--- config.mk ---
export PLATFORM = sky130hd
export DESIGN_NAME = trans_count_reader
export DESIGN_NICKNAME = d
export VERILOG_FILES = /design/src/rtl/cell_map_pkg.sv /design/src/rtl/energy_mac.sv /design/src/rtl/trans_count_reader.sv
export SDC_FILE = /design/constraint.sdc
export NUM_CORES = 1
export LEC_CHECK = 0
export CAP_MARGIN = 10
export CORE_AREA = 5 5 204 206
export CTS_BUF_LIST = sky130_fd_sc_hd__clkbuf_16
export CTS_CLUSTER_DIAMETER = 200
export DETAILED_ROUTE_END_ITERATION = 16
export DIE_AREA = 0 0 209 211
export DONT_BUFFER_PORTS = 1
export HOLD_SLACK_MARGIN = 0.06
export SYNTH_ARGS = -nofsm -noshare
export SYNTH_HDL_FRONTEND = slang
export SYNTH_SLANG_ARGS = --single-unit
export TNS_END_PERCENT = 10
--- constraint.sdc ---
create_clock -name C -period 8.3 [get_ports C]
set_input_delay 0.83 -clock C [delete_from_list [all_inputs] [get_ports C]]
set_output_delay 0.83 -clock C [all_outputs]
set_load 0.02 [all_outputs]
--- src/rtl/cell_map_pkg.sv ---
// Cell-type map shared by the transition counter readback logic:
// entry order, counter addresses, energy weights and scan FSM encoding.
package cell_map_pkg;

    localparam int N_CELLS = 6;
    localparam int IDX_W   = $clog2(N_CELLS);

    localparam int unsigned ADDR_BUF   = 0;
    localparam int unsigned ADDR_INV   = 1;
    localparam int unsigned ADDR_NAND  = 2;
    localparam int unsigned ADDR_NOR   = 3;
    localparam int unsigned ADDR_DFF   = 4;
    localparam int unsigned ADDR_DFFSR = 5;

    typedef enum logic [2:0] {
        ST_IDLE,
        ST_READ,
        ST_WAIT,
        ST_CALC,
        ST_SEND,
        ST_CLEAR,
        ST_NEXT,
        ST_DONE
    } state_e;

    function automatic int unsigned cell_addr(input logic [IDX_W-1:0] idx);
        case (idx)
            3'd0:    return ADDR_BUF;
            3'd1:    return ADDR_INV;
            3'd2:    return ADDR_NAND;
            3'd3:    return ADDR_NOR;
            3'd4:    return ADDR_DFF;
            3'd5:    return ADDR_DFFSR;
            default: return 0;
        endcase
    endfunction

    function automatic int unsigned cell_weight(input logic [IDX_W-1:0] idx);
        case (idx)
            3'd0:    return 10;
            3'd1:    return 7;
            3'd2:    return 7;
            3'd3:    return 10;
            3'd4:    return 12;
            3'd5:    return 12;
            default: return 0;
        endcase
    endfunction

endpackage

--- src/rtl/energy_mac.sv ---
// Weighted energy multiply with a saturating running total and sticky
// overflow flag; cleared when a new scan is accepted.
module energy_mac #(
    parameter int CNT_W = 32,
    parameter int W_W   = 8,
    parameter int ACC_W = 48
) (
    input  logic                   clk_i,
    input  logic                   rst_ni,
    input  logic                   clr_i,
    input  logic                   en_i,
    input  logic [CNT_W-1:0]       count_i,
    input  logic [W_W-1:0]         weight_i,
    output logic [CNT_W+W_W-1:0]   energy_o,
    output logic [ACC_W-1:0]       total_o,
    output logic                   overflow_o
);

    localparam int E_W   = CNT_W + W_W;
    localparam int SUM_W = ((ACC_W > E_W) ? ACC_W : E_W) + 1;

    logic [E_W-1:0]   energy_q, energy_d;
    logic [ACC_W-1:0] total_q;
    logic             overflow_q;
    logic [SUM_W-1:0] sum;
    logic             sat;

    // The sum is one bit wider than either operand so a carry out of the
    // accumulator is visible even when the product is wider than ACC_W.
    always_comb begin
        energy_d = E_W'(count_i) * E_W'(weight_i);
        sum      = SUM_W'(total_q) + SUM_W'(energy_d);
        sat      = (sum > SUM_W'({ACC_W{1'b1}}));
    end

    always_ff @(posedge clk_i or negedge rst_ni) begin
        if (!rst_ni) begin
            energy_q   <= '0;
            total_q    <= '0;
            overflow_q <= 1'b0;
        end else if (clr_i) begin
            total_q    <= '0;
            overflow_q <= 1'b0;
        end else if (en_i) begin
            energy_q   <= energy_d;
            total_q    <= sat ? {ACC_W{1'b1}} : sum[ACC_W-1:0];
            overflow_q <= overflow_q | sat;
        end
    end

    assign energy_o   = energy_q;
    assign total_o    = total_q;
    assign overflow_o = overflow_q;

endmodule

--- src/rtl/trans_count_reader.sv ---
// Scans the per-cell-type transition counters, streams weighted energy
// records over valid/ready and accumulates the total, optionally clearing.
module trans_count_reader
    import cell_map_pkg::*;
#(
    parameter int CNT_W         = 32,
    parameter int ADDR_W        = 4,
    parameter int W_W           = 8,
    parameter int ACC_W         = 48,
    parameter bit CLEAR_ON_READ = 1
) (
    input  logic                   C,
    input  logic                   RN,
    input  logic                   start,
    output logic                   busy,
    output logic                   done,
    output logic [ADDR_W-1:0]      mem_addr,
    output logic                   mem_rd,
    input  logic [CNT_W-1:0]       mem_rdata,
    output logic                   mem_wr,
    output logic [CNT_W-1:0]       mem_wdata,
    output logic                   rec_valid,
    input  logic                   rec_ready,
    output logic [ADDR_W-1:0]      rec_addr,
    output logic [CNT_W-1:0]       rec_count,
    output logic [CNT_W+W_W-1:0]   rec_energy,
    output logic [ACC_W-1:0]       total_energy,
    output logic                   overflow
);

    state_e             state_q, state_d;
    logic [IDX_W-1:0]   idx_q, idx_d;
    logic [ADDR_W-1:0]  rec_addr_q;
    logic [CNT_W-1:0]   rec_count_q;
    logic [ADDR_W-1:0]  cur_addr;
    logic               accept;

    assign cur_addr = ADDR_W'(cell_addr(idx_q));
    assign accept   = (state_q == ST_IDLE) && start;

    always_ff @(posedge C or negedge RN) begin
        if (!RN) begin
            state_q     <= ST_IDLE;
            idx_q       <= '0;
            rec_addr_q  <= '0;
            rec_count_q <= '0;
        end else begin
            state_q <= state_d;
            idx_q   <= idx_d;
            if (state_q == ST_WAIT) begin
                rec_addr_q  <= cur_addr;
                rec_count_q <= mem_rdata;
            end
        end
    end

    always_comb begin
        state_d = state_q;
        idx_d   = idx_q;
        case (state_q)
            ST_IDLE: begin
                if (start) begin
                    state_d = ST_READ;
                    idx_d   = '0;
                end
            end
            ST_READ:  state_d = ST_WAIT;
            ST_WAIT:  state_d = ST_CALC;
            ST_CALC:  state_d = ST_SEND;
            ST_SEND: begin
                if (rec_ready) state_d = CLEAR_ON_READ ? ST_CLEAR : ST_NEXT;
            end
            ST_CLEAR: state_d = ST_NEXT;
            ST_NEXT: begin
                if (idx_q == IDX_W'(N_CELLS - 1)) begin
                    state_d = ST_DONE;
                end else begin
                    state_d = ST_READ;
                    idx_d   = idx_q + 1'b1;
                end
            end
            ST_DONE:  state_d = ST_IDLE;
            default:  state_d = ST_IDLE;
        endcase
    end

    energy_mac #(
        .CNT_W (CNT_W),
        .W_W   (W_W),
        .ACC_W (ACC_W)
    ) u_mac (
        .clk_i      (C),
        .rst_ni     (RN),
        .clr_i      (accept),
        .en_i       (state_q == ST_CALC),
        .count_i    (rec_count_q),
        .weight_i   (W_W'(cell_weight(idx_q))),
        .energy_o   (rec_energy),
        .total_o    (total_energy),
        .overflow_o (overflow)
    );

    // Memory strobes decode straight from state, so an async reset drops
    // them in the same instant and no half-issued clear can follow.
    assign busy      = (state_q != ST_IDLE) && (state_q != ST_DONE);
    assign done      = (state_q == ST_DONE);
    assign mem_rd    = (state_q == ST_READ);
    assign mem_wr    = (state_q == ST_CLEAR);
    assign mem_addr  = (mem_rd || mem_wr) ? cur_addr : '0;
    assign mem_wdata = '0;
    assign rec_valid = (state_q == ST_SEND);
    assign rec_addr  = rec_addr_q;
    assign rec_count = rec_count_q;

endmodule

==> results.py, run 1 <==
metrics = {
    "worst_setup_path": {
        "startpoint_type": "flip-flop",
        "critPathMaxFanout": 32,
        "critPathCaptureType": "flip-flop",
        "rrSetupSlack_ns": 0.59,
        "max_stage_delay_ns": 0.63,
        "crit_slowest_cell": "a211o_1",
        "criticalPathCategory": "reg2reg",
        "worst_ep_arrival_time_ns": 8.09,
        "cp.required_ns": 8.68,
    },
    "cells_and_area": {
        "final_cell_mix": "nand2_1, inv_1, dfrtp_1, and2_1, ha_1",
        "drive_gt1_share_pct": 8.65,
        "fin_nets": 1477,
        "area_growth_pct": 8.10,
        "instances_no_fill": 1833,
        "final_common_cell": "nand2_1",
    },
    "global_route": {
        "first_global_vias": 8979,
        "grt_max_degree": 106,
        "grt_antenna_before_repair": 0,
        "track_usage_pct": 14.0,
        "grt_pass1_wl_um": 49900,
        "grt-ovfl-total": 0,
    },
    "routing": {
        "via_per_inst": 4.94,
        "drtAntennaViolNets": 0,
        "drt_iter0_drc": 530,
        "routed_wl_um": 31500,
        "drc": 0,
        "detail_route.wl_per_cell_um": 17.2,
        "vias": 9060,
        "first_pass_iters": 5,
    },
    "yosys": {
        "yosys-top-cells-area": "dfrtp_1, fa_1, ha_1",
        "async_flop_share_pct": 100,
        "synth-edff-count": 0,
        "ys_seq_area_share_pct": 27.0,
        "synthDistinctLibCells": 74,
        "synth_seq_cells": 126,
        "yosys.area.top_type": "dfrtp_1",
        "syn_inst": 1318,
        "ys.flop_type": "dfrtp_1",
        "yosys_warnings": 0,
        "synth.top_cell.area_share_pct": 27.0,
        "netlist_area_um2": 11700,
        "synth_area_per_cell_um2": 8.85,
    },
    "place": {
        "hpwlAfterDp_um": 24400,
        "dpl.cell_count": 1799,
        "gp_congestion": 0.850,
        "port_buffers": 0,
    },
    "sta": {
        "maxSlewViolCount": 0,
        "rsz0062_at_grt": "no",
        "setup_tns_ns": 0,
        "fin_crit_sh_pct": 92.9,
        "period_needed_ns": 7.71,
        "max_freq_mhz": 130,
        "relSlewSlack_pct": 32.0,
        "finalClockSkew_ns": 0.0127,
        "setup_viol": 0,
        "hold_viol_final": 0,
        "tightest_slew_ns": 1.02,
    },
    "hold_path": {
        "hp-class": "in2async",
    },
    "clocking": {
        "cts_tree": "built",
        "path_clk_slew_ns": 0.06,
        "clock_latency_ns": 0.45,
        "cts_max_path_buffers": 2,
        "htree_levels": 4,
        "post_cts_buffers": 0,
        "root_buffer": "clkbuf_16",
        "cts.sinks": 126,
        "numCtsBuffers": 17,
    },
    "floorplan": {
        "core_um2": 39500,
        "design.die.area_um2": 44100,
        "io_pins": 202,
        "row_count": 73,
        "initial_core_util_pct": 29.6,
        "die_h_um": 211,
        "fp.dieW_um": 209,
    },
    "status": {
        "status": "finished clean",
    },
    "flow_run": {
        "maxCapViolCount": 0,
    },
}
-- cell families after synthesis --
group	Yosys count	share of synthesized area [%]
AND/OR/NAND/NOR	436	18.4
AO/OA/AOI/OAI	280	17.3
buffers and inverters	221	8.59
adder cells (fa/ha/maj)	147	19.7
flip-flops	126	27.0
XOR/XNOR	61	4.58
multiplexers	46	4.43
other	1	0.0321
-- state kept, by name (all words and copies together) (netlist names) --
register and flops:
u_mac.total_o 48, u_mac.energy_o 36, rec_count 32, idx_q 3
rec_addr 3, state_q 3, u_mac.overflow_o 1
-- cell usage after synthesis (all sizes together) (6+ instances only) --
cell	instances
nand2	184
inv	134
dfrtp	126
and2	94
ha	86
a21oi	82
fa	61
nor2	52
buf	49
o21ai	49
xnor2	43
mux2	42
clkbuf	38
a21o	27
a221o	25
nand3	21
xor2	18
nand4	17
o211ai	15
a211oi	14
nor2b	13
and3	12
nor3	12
o21a	12
or3	8
o21bai	7
a211o	6
a22oi	6
nand2b	6
o311ai	6
or2	6
-- through the flow --
step	instance area [um2]	setup WS (ns)	utilization, %	hold WS, ns
2_1_floorplan	11800	1.69	-	0.503
3_3_place_gp	12000	0.662	30.5	0.521
3_5_place_dp	12000	0.534	30.5	0.540
4_1_cts	12600	0.487	32.0	0.0635
5_1_grt	12600	0.0505	32.0	0.0639
6_report	12600	0.587	32.0	0.0895
-- metal layers --
layer  wire length (um)  GRT usage [%]
met3               1260           2.79
met4                640           4.25
met1              14800           19.0
met5                  0              0
met2              14800           22.9
-- final cells by class --
cell class / instances / area, um2
diodes: 1 / 2.50
repair buffers: 7 / 55.1
clock inverters: 15 / 149
inverters: 134 / 503
clock buffers: 17 / 425
fillers: 4081 / 26800
flip-flops and latches: 126 / 3150
multi-input cells: 1008 / 7670
well taps: 525 / 657
-- critical path, delay by kind of cell, from the launching register on --
kind	cells	cell delay (ns)
compound gates	13	3.09
fa+ha+maj	5	2.02
simple gates	7	1.42
buf+inv	4	0.54
xor+xnor	1	0.12
flops	1	0.39
-- worst paths after layout --
path,startpoint,end,depth (start not counted)
min in group C,mem_rdata[12],rec_count[12],1
max in group asynchronous,RN,rec_count[5],1
max reg2reg,idx_q[1],u_mac.total_o[8],30
max,idx_q[1],u_mac.total_o[8],30
min reg2reg,idx_q[0],idx_q[0],1
min,RN,idx_q[0],0
-- repair_timing --
action | CTS | global route
endpoints found under the setup margin | 0 | 23
endpoints found under the hold margin | 22 | 0
hold buffers | 1 | 0
resized for setup | 0 | 1
Power of run 1 is not shown: default switching activity piles up to over one toggle a cycle in this logic, so the estimate is an artifact.
==> run 2: changes to the inputs <==
--- a/config.mk
+++ b/config.mk
@@ -8,7 +8,7 @@
 export CAP_MARGIN = 10
 export CORE_AREA = 5 5 204 206
 export CTS_BUF_LIST = sky130_fd_sc_hd__clkbuf_16
-export CTS_CLUSTER_DIAMETER = 200
+export CTS_CLUSTER_DIAMETER = 40
 export DETAILED_ROUTE_END_ITERATION = 16
 export DIE_AREA = 0 0 209 211
 export DONT_BUFFER_PORTS = 1
==> results of run 2 <==
No change in the layout: final DEF, timing and power equal those of run 1.
Power of run 2 is left out for the same reason.
==> run 3: changes to the inputs <==
--- a/config.mk
+++ b/config.mk
@@ -6,13 +6,14 @@
 export NUM_CORES = 1
 export LEC_CHECK = 0
 export CAP_MARGIN = 10
-export CORE_AREA = 5 5 204 206
+export CORE_AREA = 2 2 201 203
 export CTS_BUF_LIST = sky130_fd_sc_hd__clkbuf_16
 export CTS_CLUSTER_DIAMETER = 40
 export DETAILED_ROUTE_END_ITERATION = 16
-export DIE_AREA = 0 0 209 211
+export DIE_AREA = 0 0 203 205
 export DONT_BUFFER_PORTS = 1
 export HOLD_SLACK_MARGIN = 0.06
+export SETUP_SLACK_MARGIN = 0.15
 export SYNTH_ARGS = -nofsm -noshare
 export SYNTH_HDL_FRONTEND = slang
 export SYNTH_SLANG_ARGS = --single-unit
==> run 3 against run 2 <==
  * Setup slack better by 0.25 ns
  * Design area is essentially flat
  * Non-clock buffer count is 1 higher
  * Global-route usage up 1.3 points
==> results.py, run 3 (synthesized netlist as in run 1, its figures left out) <==
metrics = {
    "floorplan": {
        "design.die.area_um2": 41600,
        "row_count": 73,
        "die_h_um": 205,
        "core_um2": 39400,
        "fp.dieW_um": 203,
        "initial_core_util_pct": 29.6,
        "io_pins": 202,
    },
    "sta": {
        "max_freq_mhz": 134,
        "setup_tns_ns": 0,
        "maxSlewViolCount": 0,
        "setup_viol": 0,
        "tightest_slew_ns": 0.899,
        "hold_viol_final": 0,
        "finalClockSkew_ns": 0.0134,
        "rsz0062_at_grt": "no",
        "period_needed_ns": 7.46,
        "fin_crit_sh_pct": 89.9,
        "relSlewSlack_pct": 40.1,
    },
    "worst_setup_path": {
        "worst_ep_arrival_time_ns": 7.84,
        "critPathMaxFanout": 32,
        "max_stage_delay_ns": 0.53,
        "crit_slowest_cell": "fa_1",
        "critPathCaptureType": "flip-flop",
        "cp.required_ns": 8.67,
        "startpoint_type": "flip-flop",
        "rr_worst_depth": 30,
        "criticalPathCategory": "reg2reg",
    },
    "cells_and_area": {
        "area_growth_pct": 8.07,
        "multi_input_area_um2": 7670,
        "n_fill_cell": 4069,
        "regArea_um2": 3150,
        "final_common_cell": "nand2_1",
        "largest_reg_flops": 48,
        "drive_gt1_share_pct": 8.72,
        "final_cell_mix": "nand2_1, inv_1, dfrtp_1, and2_1, ha_1",
        "fin_nets": 1478,
    },
    "global_route": {
        "first_global_vias": 9121,
        "grt_antenna_before_repair": 1,
        "grt_pass1_wl_um": 50100,
        "grt_max_degree": 118,
        "grt-ovfl-total": 0,
        "track_usage_pct": 15.3,
    },
    "routing": {
        "vias": 8988,
        "drc": 0,
        "first_pass_iters": 4,
        "drtAntennaViolNets": 0,
        "drt_iter0_drc": 407,
        "routed_wl_um": 31100,
        "detail_route.wl_per_cell_um": 17.0,
        "via_per_inst": 4.90,
    },
    "hold_path": {
        "hp-class": "in2async",
    },
    "clocking": {
        "cts_max_path_buffers": 2,
        "cts.sinks": 126,
        "cts_tree": "built",
        "clock_latency_ns": 0.45,
        "path_clk_slew_ns": 0.06,
        "htree_levels": 4,
        "numCtsBuffers": 17,
        "root_buffer": "clkbuf_16",
    },
    "place": {
        "port_buffers": 0,
        "hpwlAfterDp_um": 24000,
        "gp_congestion": 0.854,
    },
    "flow_run": {
        "maxCapViolCount": 0,
    },
    "status": {
        "status": "finished clean",
    },
}
==> run 3: cell count changes in the layout (fill, tap and decap cells not counted), sizes merged <==
| cell | previous run | this run |
|---|---|---|
| clkinv | 2 | 7 |
| dlygate4sd3 | 1 | 2 |
| inv | 143 | 138 |
==> run 3: worst max-delay path, delay by kind of cell (launching register included) <==
kind | cells | cell delay (ns)
compound gates | 13 | 2.94
fa+ha+maj | 5 | 2.00
simple gates | 7 | 1.35
buf+inv | 4 | 0.52
flops | 1 | 0.39
xor+xnor | 1 | 0.13
==> run 3: layout make-up <==
class / count / share of cell area, %
inverters: 134 / 3.99
flip-flops and latches: 126 / 25.0
diodes: 1 / 0.0198
multi-input cells: 1008 / 60.8
clock buffers: 17 / 3.37
repair buffers: 8 / 0.516
clock inverters: 15 / 1.10
well taps: 525 / 5.21
==> run 3: worst paths after layout <==
| kind | end | startpoint | slack, ns |
|---|---|---|---|
| setup reg to reg | u_mac.total_o[8] | idx_q[1] | 0.84 |
| hold reg to reg | idx_q[0] | idx_q[0] | 0.56 |
| min in group C | rec_count[24] | mem_rdata[24] | 0.53 |
| setup / recovery | u_mac.total_o[8] | idx_q[1] | 0.84 |
| hold / removal | rec_addr[0] | RN | 0.09 |
| max in group asynchronous | rec_count[18] | RN | 7.28 |
==> run 3: per-layer routing <==
metal	vias up	share of wire [%]	global-route usage, %
met1	4395	47	20.1
met4	0	2.1	5.32
met5	-	0	0
li1	4384	-	-
met3	36	4.2	3.18
met2	173	47	24.9
==> run 3: stage by stage <==
step                      util, %  hold slack [ns]  setup WS [ns]  std cells  area (um2)
final                        32.0           0.0936          0.836       1834       12600
after global placement       30.5            0.522          0.692       1799       12000
after detailed placement     30.5            0.541          0.547       1799       12000
after floorplan                 -            0.503           1.69       1355       11800
after global routing         32.0           0.0666          0.210       1833       12600
after CTS                    32.0           0.0618          0.505       1833       12600
==> run 3: timing repair <==
action / CTS / global route
buffers inserted: 0 / 0
hold buffers: 2 / 0
gates resized for setup: 0 / 3
endpoints found under the hold margin: 4 / 0
endpoints found under the setup margin: 0 / 42
Power of run 3 is left out for the same reason.
